`src/rtl/sa_cache_ctrl_if.sv`:
```
// sa_cache_ctrl_if: command, response, backing-memory and statistics signals of the cache controller
interface sa_cache_ctrl_if #(
    parameter int ADDR_W = 12,
    parameter int DATA_W = 32,
    parameter int CNT_W  = 16
);
    logic              cmd_valid;
    logic              cmd_ready;
    logic [1:0]        cmd_op;
    logic [ADDR_W-1:0] cmd_addr;
    logic [DATA_W-1:0] cmd_wdata;
    logic              rsp_valid;
    logic [DATA_W-1:0] rsp_rdata;
    logic              rsp_hit;
    logic              mem_req_valid;
    logic              mem_req_ready;
    logic              mem_req_we;
    logic [ADDR_W-1:0] mem_req_addr;
    logic [DATA_W-1:0] mem_req_wdata;
    logic              mem_rsp_valid;
    logic [DATA_W-1:0] mem_rsp_rdata;
    logic [CNT_W-1:0]  hit_cnt;
    logic [CNT_W-1:0]  miss_cnt;

    modport slave (
        input  cmd_valid, cmd_op, cmd_addr, cmd_wdata, mem_req_ready, mem_rsp_valid, mem_rsp_rdata,
        output cmd_ready, rsp_valid, rsp_rdata, rsp_hit, mem_req_valid, mem_req_we, mem_req_addr,
               mem_req_wdata, hit_cnt, miss_cnt
    );

    modport master (
        output cmd_valid, cmd_op, cmd_addr, cmd_wdata, mem_req_ready, mem_rsp_valid, mem_rsp_rdata,
        input  cmd_ready, rsp_valid, rsp_rdata, rsp_hit, mem_req_valid, mem_req_we, mem_req_addr,
               mem_req_wdata, hit_cnt, miss_cnt
    );
endinterface

```
`src/rtl/sa_cache_ctrl.sv`:
```
// sa_cache_ctrl: 2-way set-associative write-through, no-write-allocate cache controller with LRU replacement
module sa_cache_ctrl #(
    parameter int ADDR_W   = 12,
    parameter int DATA_W   = 32,
    parameter int SET_BITS = 4,
    parameter int CNT_W    = 16
) (
    input logic             clk,
    input logic             rst_n,
    sa_cache_ctrl_if.slave  bus
);
    localparam int TAG_W = ADDR_W - SET_BITS;
    localparam int NSETS = 1 << SET_BITS;
    localparam logic [1:0] OP_NOP = 2'd0, OP_RD = 2'd1, OP_WR = 2'd2, OP_FL = 2'd3;

    typedef enum logic [2:0] {IDLE, LOOKUP, MEM_REQ, MEM_WAIT, FLUSH, RESP} state_t;

    state_t            r_state;
    logic [1:0]        r_op;
    logic [ADDR_W-1:0] r_addr;
    logic [DATA_W-1:0] r_wdata;
    logic              r_hit;
    logic [SET_BITS:0] r_fcnt;
    logic [1:0]        r_valid [NSETS];
    logic [NSETS-1:0]  r_lru;
    logic [TAG_W-1:0]  r_tag  [2][NSETS];
    logic [DATA_W-1:0] r_data [2][NSETS];
    logic              r_rsp_valid, r_rsp_hit;
    logic [DATA_W-1:0] r_rsp_rdata;
    logic              r_req_valid, r_req_we;
    logic [ADDR_W-1:0] r_req_addr;
    logic [DATA_W-1:0] r_req_wdata;
    logic [CNT_W-1:0]  r_hit_cnt, r_miss_cnt;

    logic [SET_BITS-1:0] w_set;
    logic [TAG_W-1:0]    w_tag;
    logic [1:0]          w_hits;
    logic                w_hit, w_way, w_victim;

    assign w_set    = r_addr[SET_BITS-1:0];
    assign w_tag    = r_addr[ADDR_W-1:SET_BITS];
    assign w_hits[0] = r_valid[w_set][0] && (r_tag[0][w_set] == w_tag);
    assign w_hits[1] = r_valid[w_set][1] && (r_tag[1][w_set] == w_tag);
    assign w_hit    = |w_hits;
    assign w_way    = w_hits[1];
    // r_lru[set] names the least recently used way
    assign w_victim = !r_valid[w_set][0] ? 1'b0 : !r_valid[w_set][1] ? 1'b1 : r_lru[w_set];

    assign bus.cmd_ready     = (r_state == IDLE);
    assign bus.rsp_valid     = r_rsp_valid;
    assign bus.rsp_rdata     = r_rsp_rdata;
    assign bus.rsp_hit       = r_rsp_hit;
    assign bus.mem_req_valid = r_req_valid;
    assign bus.mem_req_we    = r_req_we;
    assign bus.mem_req_addr  = r_req_addr;
    assign bus.mem_req_wdata = r_req_wdata;
    assign bus.hit_cnt       = r_hit_cnt;
    assign bus.miss_cnt      = r_miss_cnt;

    always_ff @(posedge clk or negedge rst_n) begin
        if (!rst_n) begin
            r_state     <= IDLE;
            r_op        <= OP_NOP;
            r_addr      <= '0;
            r_wdata     <= '0;
            r_hit       <= 1'b0;
            r_fcnt      <= '0;
            for (int s = 0; s < NSETS; s++) r_valid[s] <= '0;
            r_lru       <= '0;
            r_rsp_valid <= 1'b0;
            r_rsp_hit   <= 1'b0;
            r_rsp_rdata <= '0;
            r_req_valid <= 1'b0;
            r_req_we    <= 1'b0;
            r_req_addr  <= '0;
            r_req_wdata <= '0;
            r_hit_cnt   <= '0;
            r_miss_cnt  <= '0;
        end else begin
            r_rsp_valid <= 1'b0;
            case (r_state)
                IDLE: if (bus.cmd_valid) begin
                    r_op    <= bus.cmd_op;
                    r_addr  <= bus.cmd_addr;
                    r_wdata <= bus.cmd_wdata;
                    r_fcnt  <= '0;
                    r_state <= bus.cmd_op == OP_FL ? FLUSH : bus.cmd_op == OP_NOP ? IDLE : LOOKUP;
                end
                LOOKUP: begin
                    r_hit <= w_hit;
                    if (w_hit) begin
                        r_lru[w_set] <= ~w_way;
                        r_hit_cnt    <= r_hit_cnt + CNT_W'(~&r_hit_cnt);
                    end else begin
                        r_miss_cnt <= r_miss_cnt + CNT_W'(~&r_miss_cnt);
                    end
                    if (w_hit && r_op == OP_RD) begin
                        r_rsp_valid <= 1'b1;
                        r_rsp_rdata <= r_data[w_way][w_set];
                        r_rsp_hit   <= 1'b1;
                        r_state     <= RESP;
                    end else begin
                        r_req_valid <= 1'b1;
                        r_req_we    <= (r_op == OP_WR);
                        r_req_addr  <= r_addr;
                        r_req_wdata <= r_wdata;
                        r_state     <= MEM_REQ;
                    end
                end
                MEM_REQ: if (bus.mem_req_ready) begin
                    r_req_valid <= 1'b0;
                    if (r_req_we) begin
                        r_rsp_valid <= 1'b1;
                        r_rsp_rdata <= '0;
                        r_rsp_hit   <= r_hit;
                        r_state     <= RESP;
                    end else begin
                        r_state <= MEM_WAIT;
                    end
                end
                MEM_WAIT: if (bus.mem_rsp_valid) begin
                    r_valid[w_set][w_victim] <= 1'b1;
                    r_lru[w_set] <= ~w_victim;
                    r_rsp_valid  <= 1'b1;
                    r_rsp_rdata  <= bus.mem_rsp_rdata;
                    r_rsp_hit    <= 1'b0;
                    r_state      <= RESP;
                end
                // 16 clearing cycles, then one cycle with the counter's top bit set to finish
                FLUSH: if (r_fcnt[SET_BITS]) begin
                    r_rsp_valid <= 1'b1;
                    r_rsp_rdata <= '0;
                    r_rsp_hit   <= 1'b0;
                    r_state     <= RESP;
                end else begin
                    r_valid[r_fcnt[SET_BITS-1:0]] <= '0;
                    r_lru[r_fcnt[SET_BITS-1:0]]   <= 1'b0;
                    r_fcnt <= r_fcnt + 1'b1;
                end
                RESP:    r_state <= IDLE;
                default: r_state <= IDLE;
            endcase
        end
    end

    always_ff @(posedge clk) begin
        if (r_state == LOOKUP && w_hit && r_op == OP_WR) r_data[w_way][w_set] <= r_wdata;
        if (r_state == MEM_WAIT && bus.mem_rsp_valid) begin
            r_tag[w_victim][w_set]  <= w_tag;
            r_data[w_victim][w_set] <= bus.mem_rsp_rdata;
        end
    end
endmodule

```
`src/flat_wrapper.sv`:
```
// flat-port wrapper written by rule: the top's interface ports become plain ports
module sa_cache_ctrl_flat 
#(
    parameter int ADDR_W   = 12,
    parameter int DATA_W   = 32,
    parameter int SET_BITS = 4,
    parameter int CNT_W    = 16
)
  (clk, rst_n, bus_cmd_valid, bus_cmd_op, bus_cmd_addr, bus_cmd_wdata, bus_mem_req_ready, bus_mem_rsp_valid, bus_mem_rsp_rdata, bus_cmd_ready, bus_rsp_valid, bus_rsp_rdata, bus_rsp_hit, bus_mem_req_valid, bus_mem_req_we, bus_mem_req_addr, bus_mem_req_wdata, bus_hit_cnt, bus_miss_cnt);
  sa_cache_ctrl_if #(.ADDR_W(ADDR_W), .DATA_W(DATA_W), .CNT_W(CNT_W)) bus_i ();
  input logic clk;
  input logic rst_n;
  input wire logic [$bits(bus_i.cmd_valid)-1:0] bus_cmd_valid;
  input wire logic [$bits(bus_i.cmd_op)-1:0] bus_cmd_op;
  input wire logic [$bits(bus_i.cmd_addr)-1:0] bus_cmd_addr;
  input wire logic [$bits(bus_i.cmd_wdata)-1:0] bus_cmd_wdata;
  input wire logic [$bits(bus_i.mem_req_ready)-1:0] bus_mem_req_ready;
  input wire logic [$bits(bus_i.mem_rsp_valid)-1:0] bus_mem_rsp_valid;
  input wire logic [$bits(bus_i.mem_rsp_rdata)-1:0] bus_mem_rsp_rdata;
  output wire logic [$bits(bus_i.cmd_ready)-1:0] bus_cmd_ready;
  output wire logic [$bits(bus_i.rsp_valid)-1:0] bus_rsp_valid;
  output wire logic [$bits(bus_i.rsp_rdata)-1:0] bus_rsp_rdata;
  output wire logic [$bits(bus_i.rsp_hit)-1:0] bus_rsp_hit;
  output wire logic [$bits(bus_i.mem_req_valid)-1:0] bus_mem_req_valid;
  output wire logic [$bits(bus_i.mem_req_we)-1:0] bus_mem_req_we;
  output wire logic [$bits(bus_i.mem_req_addr)-1:0] bus_mem_req_addr;
  output wire logic [$bits(bus_i.mem_req_wdata)-1:0] bus_mem_req_wdata;
  output wire logic [$bits(bus_i.hit_cnt)-1:0] bus_hit_cnt;
  output wire logic [$bits(bus_i.miss_cnt)-1:0] bus_miss_cnt;
  assign bus_i.cmd_valid = bus_cmd_valid;
  assign bus_i.cmd_op = bus_cmd_op;
  assign bus_i.cmd_addr = bus_cmd_addr;
  assign bus_i.cmd_wdata = bus_cmd_wdata;
  assign bus_i.mem_req_ready = bus_mem_req_ready;
  assign bus_i.mem_rsp_valid = bus_mem_rsp_valid;
  assign bus_i.mem_rsp_rdata = bus_mem_rsp_rdata;
  assign bus_cmd_ready = bus_i.cmd_ready;
  assign bus_rsp_valid = bus_i.rsp_valid;
  assign bus_rsp_rdata = bus_i.rsp_rdata;
  assign bus_rsp_hit = bus_i.rsp_hit;
  assign bus_mem_req_valid = bus_i.mem_req_valid;
  assign bus_mem_req_we = bus_i.mem_req_we;
  assign bus_mem_req_addr = bus_i.mem_req_addr;
  assign bus_mem_req_wdata = bus_i.mem_req_wdata;
  assign bus_hit_cnt = bus_i.hit_cnt;
  assign bus_miss_cnt = bus_i.miss_cnt;
  sa_cache_ctrl #(.ADDR_W(ADDR_W), .DATA_W(DATA_W), .SET_BITS(SET_BITS), .CNT_W(CNT_W)) u_core (.clk(clk), .rst_n(rst_n), .bus(bus_i));
endmodule
```
`config.mk`:
```
export PLATFORM = sky130hd
export DESIGN_NAME = sa_cache_ctrl_flat
export DESIGN_NICKNAME = d
export VERILOG_FILES = /design/src/rtl/sa_cache_ctrl_if.sv /design/src/rtl/sa_cache_ctrl.sv /design/src/flat_wrapper.sv
export SDC_FILE = /design/constraint.sdc
export NUM_CORES = 2
export LEC_CHECK = 0
export CAP_MARGIN = 40
export CORE_MARGIN = 2
export CORE_UTILIZATION = 55
export DETAILED_ROUTE_END_ITERATION = 10
export DONT_BUFFER_PORTS = 1
export PLACE_DENSITY = 0.73
export SYNTH_ARGS = -nofsm -noshare
export SYNTH_HDL_FRONTEND = slang
export SYNTH_SLANG_ARGS = --single-unit
```
`constraint.sdc`:
```
create_clock -name clk -period 4.5 [get_ports clk]
set_input_delay 1.35 -clock clk [delete_from_list [all_inputs] [get_ports clk]]
set_output_delay 1.35 -clock clk [all_outputs]
set_load 0.005 [all_outputs]
```
==> results.md <==
- Outcome: complete, no violations
- Dpl cell area: 63,030 um2
- I/O pin cnt: approximately 200
- Sequential power share: approximately 46%
- Cts bufs inserted: 143
- CTS tree: built
- Sequential fraction of the synthesis area: 73.30%
- Worst vdd ir: roughly 590 uV
- Seq cells post-synth: around 1,500
- Worst Hold Margin: between 0.2 and 0.3 ns
- Die Y: around 330 um
- Placed Cells: approximately 4,900
- Die span in x: roughly 330 um
- FF-to-FF path depth: 15
- P_sw: roughly 13,000 uW
- Clk sinks: ~1,500
- Detailed Route WL: approximately 160 mm
- Remaining DRCs: 0
- Drt first pass iters: 5
- Vias in the first global route: 33,190
- Hold Buf Count CTS: 0
- Top FF cell, synth: edfxtp_1
- Kind of critical path: reg2reg
- CTS Root Cell: clkbuf_16
- Post-Syn Nets: roughly 3,700
- Clock Power Share: roughly 30%
- Vias/cell: approximately 6.5
- P&R area growth vs syn: 13.77%
- Syn Std Cell Area: between 50,000 and 60,000 um2
- Gpl congestion: 0.8413
- Slew @ Worst Pin: between 0.9 and 1 ns
- YS warnings: 0
- Drt wl/cell: between 20 and 30 um
- Final HPWL DP: slightly below 90 mm
- Final Hold Fails: 0
- FP Rows: 120
- Unique masters post-synth: between 60 and 70
- Achievable Freq: roughly 230 MHz
- Nets: 3,779
- Worst path arrival time: just over 5 ns
- Initial antenna violation count: 2
- IO Port Bufs: 0
- Final period util: 97.07%
- Fraction of layout cells with a size suffix above 1: 17.71%
- Congestion Overflow GR: 0
- Via count: 34,030
- Total track usage: ~28%
- Antenna Nets Post-Route: 0
- CTS clk-pin slew, worst paths: around 0.070 ns
- CTS max path bufs: 3
- Die ar.: between 100,000 and 150,000 um2
- Clk_lat worst skew: ~0.75 ns
- Internal power: roughly 29,000 uW
- First-pass GRT wire length: around 230 mm
- H-tree lvl count: 4
- Critical path fanouts, max: 32
- Pin count of the biggest net entering global routing: roughly 220
- Fill cells: between 7,000 and 8,000
- Async SR Flop Fraction: between 10% and 20%
- CORE AREA: between 100,000 and 150,000 um2
- Pwr/cell area: slightly above 600 nW/um2
- Number of flops mapped to enable cells by yosys: approximately 1,300
- # setup viols final: 0
- Post-route cell area: just under 70,000 um2
- Fin crit period: about 4.4 ns
- Final slew viol count: 0
- Worst setup EP type: flop
- Max-Cap Viols: 0
- Total power: about 42,000 uW
- Slew margin rel.: roughly 35%
- Hold Path Class: in2async
- Post-Layout Cell Count: about 5,200
- Lkg Pwr: 0.02669 uW
- Syn avg cell area: roughly 17 um2
- Required time worst endpoint: 5.17 ns
- Mapped Cells: 3,560
- Sw frac: between 30% and 40%
- Clock skew: 0.02100 ns
- Starting DRT DRC Count: about 4,400
- Comb power frac: about a quarter
- Worst Setup Start Kind: flop
- Final TNS setup: 0 ns
- Initial Utilization: 55.61%
[registers in the layout, indices dropped and copies added, names as in the netlist, named ones only]
name / flops
u_core.r_fcnt: 5
u_core.bus.rsp_hit: 1
u_core.bus.mem_req_valid: 1
u_core.r_tag: 256
u_core.bus.mem_req_wdata: 32
u_core.bus.rsp_valid: 1
u_core.r_wdata: 32
u_core.r_valid: 32
u_core.bus.miss_cnt: 16
u_core.bus.mem_req_addr: 12
u_core.bus.mem_req_we: 1
u_core.r_op: 2
u_core.r_data: 1024
u_core.r_state: 3
u_core.r_hit: 1
u_core.bus.hit_cnt: 16
u_core.bus.rsp_rdata: 32
u_core.r_addr: 12
[final timing paths]
check | start | endpoint | slack, ns
setup / recovery | u_core.r_addr[0]$_DFFE_PN0P_ | u_core.bus.rsp_rdata[9]$_DFFE_PN0P_ | 0.13
hold / removal | rst_n | u_core.bus.mem_req_addr[2]$_DFFE_PN0P_ | 0.30
setup reg to reg | u_core.r_addr[0]$_DFFE_PN0P_ | u_core.bus.rsp_rdata[9]$_DFFE_PN0P_ | 0.13
hold reg to reg | u_core.r_valid[2]$_DFFE_PN0P_ | u_core.r_valid[2]$_DFFE_PN0P_ | 0.48
max in group asynchronous | rst_n | u_core.bus.rsp_rdata[17]$_DFFE_PN0P_ | 3.81
min in group clk | u_core.r_valid[2]$_DFFE_PN0P_ | u_core.r_valid[2]$_DFFE_PN0P_ | 0.48
[critical path, stage by stage (launching register included)]
cell and delay [ns]:
dfrtp_4 0.54, buf_12 0.27, mux4_2 0.53, a22o_1 0.24, a221oi_2 0.20, xnor2_1 0.14, a2111oi_4 0.39, o211ai_4 0.17
buf_12 0.19, buf_12 0.19, buf_12 0.20, mux2i_1 0.13, o22ai_1 0.18, nor3_1 0.07, or4_1 0.59, o21ai_1 0.19
[power groups by stage]
stage,sequential (uW),combinational (uW),clock [uW]
floorplan,18800,6390,0
global placement,19300,9700,0
detailed placement,19300,10000,0
CTS,19100,10100,12600
global route,19100,11000,13100
finish,19100,10300,12500
[cell type report]
class                      count  area, um2  share of cell area, %
inverter                      10      37.54                0.05519
clock buffer                 192       3989                  5.865
multi-input combinational   1836      14940                  21.96
timing repair buffer         201       2554                  3.755
antenna                        1      2.502               0.003679
tap                         1403       1755                  2.581
clock inverter                71      910.9                  1.339
sequential                  1495      43830                  64.44
[routing by layer]
metal,vias up,GRT usage (%),share of wire [%]
met1,17480,39.14,39
met4,2,9.613,3.3
li1,14240,-,-
met3,340,4.971,9.8
met2,1978,44.09,48
met5,-,0,0.0084
[cell usage after synthesis, drive strengths merged (15+ instances only)]
cell type	number	area share, %
mux2	135	2.5
nand4	15	0.16
a21oi	35	0.29
or4	32	0.40
nand3	22	0.18
nor3	131	1.1
dfrtp	215	9.0
nor2	188	1.2
buf	103	1.5
o22ai	167	1.7
mux4	62	2.3
a31oi	19	0.20
a22oi	45	0.57
o21ai	168	1.4
mux2i	546	9.1
edfxtp	1280	64
clkbuf	116	0.73
nand2	73	0.46
a21o	45	0.57
xnor2	31	0.45
[cell families after synthesis]
group	Yosys count	share of synthesized area (%)
AOI/OAI and AO/OA	521	5.423
xor gates and xnor gates	43	0.6300
adders and majority gates	9	0.1884
buffers and inverters	229	2.294
DFF	1495	73.30
muxes	743	14.02
and+or+nand+nor	520	4.144
[what timing repair did]
| item | in CTS | in global routing |
|---|---|---|
| cloned | 0 | 0 |
| gates resized for setup | 1 | 1 |
| setup buffers | 0 | 4 |
| setup endpoints to repair | 1 | 53 |
[placed cells by master (no fill, tap or decap), types with 13 or more instances in the layout]
| master | netlist | routed |
|---|---|---|
| nor3_1 | 131 | 131 |
| clkbuf_16 | 0 | 148 |
| clkinv_2 | 0 | 18 |
| a21oi_1 | 35 | 34 |
| a21o_1 | 45 | 45 |
| buf_12 | 1 | 77 |
| a22oi_1 | 45 | 45 |
| a32oi_1 | 13 | 13 |
| clkinv_1 | 0 | 17 |
| mux2_2 | 134 | 134 |
| a31oi_1 | 19 | 18 |
| nand4_1 | 15 | 15 |
| o21ai_0 | 130 | 130 |
| or4_1 | 32 | 32 |
| o22ai_1 | 167 | 167 |
| bufinv_16 | 0 | 18 |
| mux2i_1 | 546 | 546 |
| clkbuf_1 | 116 | 32 |
| nand3_1 | 22 | 22 |
| nor2_4 | 1 | 34 |
| nor2_1 | 186 | 152 |
| mux4_2 | 62 | 62 |
| xnor2_1 | 31 | 31 |
| dfrtp_1 | 215 | 212 |
| buf_4 | 23 | 118 |
| o21ai_1 | 38 | 38 |
| edfxtp_1 | 1280 | 1280 |
| nand2_1 | 72 | 71 |
[stage by stage]
stage	setup WS, ns	util, %
3_5_place_dp	0.04619	58.63
6_report	0.1319	63.26
3_3_place_gp	0.1341	58.54
4_1_cts	0.01559	63.20
5_1_grt	-0.01804	63.26
2_1_floorplan	-0.4353	-
(Power assumes the default switching activity.)
